File: src/rtl/sram_bank_pkg.sv
// Shared constants for the phase-clocked register bank: geometry, default phase count
// and the phase indices at which the bank samples its inputs.
package sram_bank_pkg;

  localparam int AW            = 5;
  localparam int DW            = 16;
  localparam int WIDTH_DEFAULT = 10;

  localparam int PH_ADDR  = 2;
  localparam int PH_DATA  = 4;
  localparam int PH_SRCLK = 6;
  localparam int PH_READ  = 7;
  localparam int PH_WRITE = 9;

  typedef enum logic {
    GEN_IDLE = 1'b0,
    GEN_RUN  = 1'b1
  } gen_state_e;

endpackage

File: src/rtl/bennett_phase_gen.sv
// Square Bennett clock generator: a step counter over 2*WIDTH clks that raises the
// phase clocks one by one, then drops them in reverse order.
module bennett_phase_gen
  import sram_bank_pkg::*;
#(
  parameter int WIDTH = WIDTH_DEFAULT
) (
  input  logic                        clk,
  input  logic                        reset,
  output logic [WIDTH-1:0]            clkp,
  output logic                        mclk,
  output logic                        inst_flag,
  output logic [$clog2(2*WIDTH)-1:0]  next_step
);

  localparam int SW = $clog2(2*WIDTH);
  localparam logic [SW-1:0] LAST_STEP = SW'(2*WIDTH-1);

  gen_state_e       state_reg, state_next;
  logic [SW-1:0]    step_reg, step_next;
  logic [WIDTH-1:0] clkp_reg, clkp_next;
  logic             mclk_reg, inst_flag_reg;

  always_ff @(posedge clk) begin
    if (reset) begin
      state_reg     <= GEN_IDLE;
      step_reg      <= '0;
      clkp_reg      <= '0;
      mclk_reg      <= 1'b0;
      inst_flag_reg <= 1'b0;
    end else begin
      state_reg     <= state_next;
      step_reg      <= step_next;
      clkp_reg      <= clkp_next;
      mclk_reg      <= (step_next >= SW'(WIDTH));
      inst_flag_reg <= (step_next == '0);
    end
  end

  // Leaving idle enters step 0 without advancing, so the first cycle after reset is complete.
  always_comb begin
    state_next = GEN_RUN;
    step_next  = '0;
    clkp_next  = clkp_reg;
    if (state_reg == GEN_RUN)
      step_next = (step_reg == LAST_STEP) ? '0 : step_reg + 1'b1;
    if (step_next < SW'(WIDTH))
      clkp_next = clkp_reg | (WIDTH'(1) << step_next);
    else
      clkp_next = clkp_reg & ~(WIDTH'(1) << (LAST_STEP - step_next));
  end

  assign clkp      = clkp_reg;
  assign mclk      = mclk_reg;
  assign inst_flag = inst_flag_reg;
  assign next_step = step_next;

endmodule

File: src/rtl/sram_2port_bank_sys.sv
// Phase-clocked 32x16 register bank: port A read/write, port B read-only, with the
// Bennett phase generator supplying the timing and the shift-register clock gating.
module sram_2port_bank_sys
  import sram_bank_pkg::*;
#(
  parameter int WIDTH = WIDTH_DEFAULT
) (
  input  logic             clk,
  input  logic             reset,
  input  logic [AW-1:0]    addr_a,
  input  logic [AW-1:0]    addr_b,
  input  logic [DW-1:0]    din,
  input  logic             read_en,
  input  logic             reg_wrt_bar,
  input  logic             write_en,
  output logic [WIDTH-1:0] clkp,
  output logic             mclk,
  output logic             inst_flag,
  output logic             srclk_neg,
  output logic             srclk_pos,
  output logic [DW-1:0]    out_a,
  output logic [DW-1:0]    out_b
);

  localparam int SW    = $clog2(2*WIDTH);
  localparam int DEPTH = 2**AW;

  logic [SW-1:0] next_step;
  logic [DW-1:0] mem [DEPTH];
  logic [DW-1:0] out_a_reg, out_b_reg;
  logic          read_edge, uncompute_edge, write_hit;

  bennett_phase_gen #(.WIDTH(WIDTH)) u_phase_gen (
    .clk       (clk),
    .reset     (reset),
    .clkp      (clkp),
    .mclk      (mclk),
    .inst_flag (inst_flag),
    .next_step (next_step)
  );

  assign read_edge      = (next_step == SW'(PH_READ));
  assign uncompute_edge = (next_step == SW'(2*WIDTH-1-PH_READ));
  assign write_hit      = (next_step == SW'(PH_WRITE)) && write_en && reg_wrt_bar;

  // Read data lives only while clkp[PH_READ] is high, then returns to zero.
  always_ff @(posedge clk) begin
    if (reset) begin
      out_a_reg <= '0;
      out_b_reg <= '0;
    end else if (read_edge) begin
      out_b_reg <= read_en ? mem[addr_b] : '0;
      out_a_reg <= (read_en && !reg_wrt_bar) ? mem[addr_a] : '0;
    end else if (uncompute_edge) begin
      out_a_reg <= '0;
      out_b_reg <= '0;
    end
  end

  generate
    for (genvar gi = 0; gi < DEPTH; gi++) begin : g_word
      always_ff @(posedge clk) begin
        if (reset)
          mem[gi] <= '0;
        else if (write_hit && (addr_a == AW'(gi)))
          mem[gi] <= din;
      end
    end
  endgenerate

  assign srclk_neg = ~mclk & clkp[PH_SRCLK];
  assign srclk_pos = ~srclk_neg;
  assign out_a     = out_a_reg;
  assign out_b     = out_b_reg;

endmodule

File: config.mk
export PLATFORM = sky130hd
export DESIGN_NAME = sram_2port_bank_sys
export DESIGN_NICKNAME = d
export VERILOG_FILES = /design/src/rtl/sram_bank_pkg.sv /design/src/rtl/bennett_phase_gen.sv /design/src/rtl/sram_2port_bank_sys.sv
export SDC_FILE = /design/constraint.sdc
export NUM_CORES = 1
export LEC_CHECK = 0
export CAP_MARGIN = 5
export CORE_ASPECT_RATIO = 0.75
export CORE_UTILIZATION = 25
export CTS_CLUSTER_DIAMETER = 40
export DETAILED_ROUTE_END_ITERATION = 8
export DONT_BUFFER_PORTS = 1
export GPL_TIMING_DRIVEN = 0
export PLACE_DENSITY = 0.44
export SLEW_MARGIN = 20
export SYNTH_ARGS = -nofsm -noshare
export SYNTH_HDL_FRONTEND = slang
export SYNTH_SLANG_ARGS = --single-unit
File: constraint.sdc
create_clock -name clk -period 8.7 [get_ports clk]
set_input_delay 1.74 -clock clk [delete_from_list [all_inputs] [get_ports clk]]
set_output_delay 1.74 -clock clk [all_outputs]
set_load 0.05 [all_outputs]
== Yosys cells after proc, flatten, opt, wreduce, memory -nomap -nowiden ==
Memories as Yosys holds them, arrays and structs flattened.
Cells that the tools add are included.
Word-level totals
  word-level logic and storage cells: 265
  RAM bits: 512
  input port bits: 31
  flip-flop bits (word level): 50
  output and inout bits: 46
  memories kept: 1
Operators by class
  bitwise operators: 38
  add/subtract/negate cells: 2
  multiplexer cells: 139
  shifts and indexed selects: 2
  reductions and logical operators: 39
  eq/ne operators: 35
  $lt $le $gt $ge: 2
Memory list
  mem: depth 32, bits a word 16, rd ports 2, clocked after Yosys merged registers in 0, wr ports 32, RTL line sram_2port_bank_sys.sv:29  | logic [DW-1:0] mem [DEPTH];
Operators by type and width (number)
  $mux 16: 37
  $mux 1: 99
  $eq 5x5->1 const B: 17
  $eq 5x4->1 const B: 10
  $logic_and 1x1->1: 35
  $or 1x1->1: 32
  $eq 5x3->1 const B: 5
  $shl 1x5->10 const A: 2
  $and 10x10->10: 1
  $eq 5x2->1 const B: 2
  $logic_not 5->1: 2
  $mux 10: 1
  $mux 5: 2
  $not 10->10: 1
  $or 10x10->10: 1
  $add 5x1->5 const B: 1
  $eq 5x1->1 const B: 1
  $ge 5x4->1 const B: 1
  $lt 5x4->1 const B: 1
  $sub 5x5->5 const A: 1
  $not 1->1: 2
  $reduce_bool 2->1: 1
  $and 1x1->1: 1
  $logic_not 1->1: 1

== Depth between registers and ports, before layout ==
  word-level depth: 11
  depth in mapped cells: 13
  mapped depth without buffers: 11

== Modules after synthesis ==
From an unflattened synthesis, not the netlist that was laid out.
Second synthesis, totals
  cell total of the unflattened synthesis: 2104
  area, all modules: 29615.9 sq um
Modules (own cells, without submodules)
  sram_2port_bank_sys: area each 28685.0 sq um, times used 1, cells each 1996
  bennett_phase_gen: area each 930.9 sq um, times used 1, cells each 108

== Worst setup path after synthesis ==
No wires, ideal clock.
  kind: in2reg
  start: input addr_a[0]
  end: memory mem[25][0], enable pin
  arrival: 3353 ps
  required time: 8327 ps
  setup slack: 4974 ps
  path buffers: 4
  cell stages on the path: 6
  setup time: 373 ps
  cells stage by stage: buf_2 > buf_2 > buf_2 > nor2b_1 > clkbuf_1 > a31o_1
RTL lines
  from (decl): RTL line sram_2port_bank_sys.sv:10  | input logic [AW-1:0] addr_a,
  to (decl): RTL line sram_2port_bank_sys.sv:29

==> results.toml <==
[finish]
seq_area_sq_um = 16400
fin_nets = 2128
fillCellCount = 11200
num_antenna_cells = 0
multi_input_area_sq_um = 11000
area_growth_pct = 18.3
final_area_sq_um = 33400
drive_above_1_share_pct = 25.1
largest_reg_flops = 512

[floorplan]
die_area_sq_um = 114000
core_sq_um = 112000
rows = 106
start_util_pct = 25.3
fp.dieW_microns = 390
die_h_microns = 293
ios = 77

[setup_path]
crit_path_end_kind = "register"
cp_max_fo = 10
cp_cell_sequence = "buf_2, buf_2, buf_2, buf_2, clkbuf_1, nand4_1, clkbuf_1, nor2_1"
slowest_stage = "clkbuf_1"
critPathLaunchType = "input port"
critPathMaxStageDelay_ps = 530
crit_top_cell = "buf_2"
arrival_ps = 5420
path_class = "in -> reg"
cp.required_ps = 9120

[logic_synthesis]
synthDistinctLibCells = 52
syn_avg_cell_area_sq_um = 14.1
synthArstFlopShare_pct = 0
syn-num-nets = 2034
yosys_warnings = 0
synthFlopType = "edfxtp_1"
syn_area_sq_um = 28300
synth_edf_count = 512
ys_ff_latch = 562
seq_area_frac_synth_pct = 58.0
syn-instance-count = 1998

[cts]
cts_inserted_buffers = 91
clockBufferDepth = 3
cts_resized = 0
postCtsSetupBuffers = 0
cts-root-buf = "clkbuf_16"
clock_latency_ps = 660
path_clk_slew_ps = 60
cts.sinks = 562
cts-htree-levels = 3
holdBufCountCts = 0
cts_tree = "done"

[drt]
wl_per_cell_microns = 33.3
ant_nets = 0
via_count = 20100
drt_pass1_iterations = 7
drt-initial-drc-count = 3090
drt-total-wl_mm = 123
via_per_inst = 5.45
drc = 0

[placement]
placed_area_sq_um = 30200
dp_hpwl_mm = 90.7
place_congestion = 1.01
numPortBuffers = 0

[global_routing]
grt_pass1_wl_mm = 164
gr-total-overflow = 0
grt_start_max_net_pins = 17
grt_util_all_layers_pct = 21.1
grt_pass1_vias = 19100
antenna_found_initial = 6

[sta]
setup_tns_ps = 0
fin_crit_sh_pct = 57.6
rsz0062_at_grt = "false"
worstMarginPinSlew_ps = 1290
finalMaxSlewViolations = 0
fmax_ghz = 0.200
setup_viol = 0
clock_skew_ps = 21.9
hold_viol = 0
min_period_ps = 5010
slew_headroom_pct = 14.0

[flow_run]
drv_cap = 0

[power_and_ir_drop]
p_leak_nw = 11.5
power.density_nw_per_um2 = 229
ir_drop_uv = 149

[hold_path]
hp-class = "reg -> reg"

[outcome]
status = "finished, final reports clean"
## worst paths after layout
kind	from	end	slack (ps)	cells after the start
hold reg to reg	u_phase_gen.state_reg	u_phase_gen.step_reg[0]	600	2
setup / recovery	addr_a[1]	mem[23][4]	3690	8
setup reg to reg	u_phase_gen.step_reg[0]	mem[22][5]	4110	11
hold / removal	u_phase_gen.state_reg	u_phase_gen.step_reg[0]	600	2
## cells in the mapped netlist, drive strengths merged (8+ instances only)
cell type	n	area, sq um
nor2	527	1980
edfxtp	512	15400
mux4	256	5770
clkbuf	112	420
buf	88	458
mux2i	64	641
a21oi	50	250
dfxtp	50	1000
nand2	49	186
a22oi	48	360
nor2b	35	219
a211o	32	280
nand3	27	135
a31o	25	219
nand2b	17	109
o211ai	16	120
o21ai	10	61.3
and3	9	56.3
a211oi	8	60.1
a41o	8	80.1
## critical path, delay by kind of cell
kind	cells	cell delay (ps)
and+or+nand+nor	2	950
buffers and inverters	6	2680
## metal layers
layer / global-route usage [%] / up-vias / routed length, microns
li1: - / 7929 / -
met1: 31.3 / 10600 / 54300
met2: 27.3 / 1335 / 47600
met3: 9.13 / 149 / 17300
met4: 5.44 / 2 / 3210
met5: 1.18 / - / 188
## cells in the final DEF, fill, tap and decap left out, types with 13 or more instances in the layout
master / n
nor2_1: 525
edfxtp_1: 512
mux4_2: 256
clkbuf_1: 112
clkbuf_16: 93
buf_2: 72
mux2i_1: 64
a21oi_1: 50
dfxtp_1: 50
nand2_1: 48
a22oi_1: 48
nor2b_1: 35
a211o_1: 32
nand3_1: 27
inv_6: 22
a31o_2: 21
nand2b_1: 16
o211ai_1: 16
clkinvlp_4: 14
bufinv_16: 13
## logic make-up (layout without fill, tap and decap cells)
logic type | Yosys count | in the layout | synth area share [%]
mux | 320 | 320 | 22.7
buf+inv | 206 | 379 | 3.19
fa+ha+maj | 5 | 5 | 0.221
simple gates | 686 | 686 | 10.2
xor+xnor | 6 | 6 | 0.186
flops | 562 | 562 | 58.0
compound gates | 213 | 213 | 5.54
## layout make-up
| class | instances | area share, % |
|---|---|---|
| Multi-Input combinational cell | 1230 | 32.8 |
| Clock inverter | 74 | 2.65 |
| Timing Repair Buffer | 1 | 0.0824 |
| Clock buffer | 98 | 7.05 |
| Tap cell | 1512 | 5.66 |
| Sequential cell | 562 | 49.0 |
| Buffer | 200 | 2.64 |
| Inverter | 6 | 0.0674 |
## stage by stage
stage	cells	hold WS [ps]	power [mW]	setup slack [ps]	utilization [%]
floorplan	1998	527	3.49	4970	-
global placement	3510	596	3.78	3030	27.0
detailed placement	3511	597	3.79	3240	27.0
CTS	3683	594	7.65	3920	29.9
global route	3683	629	7.80	3740	29.9
finish	3683	597	7.65	3690	29.9
## power by group
part	internal (mW)	switching, mW	leakage (nW)
sequential	3.02	0.0538	5.69
clock	2.40	1.50	1.55
combinational	0.227	0.455	4.24
total	5.65	2.01	11.5
(Power assumes the default switching activity.)
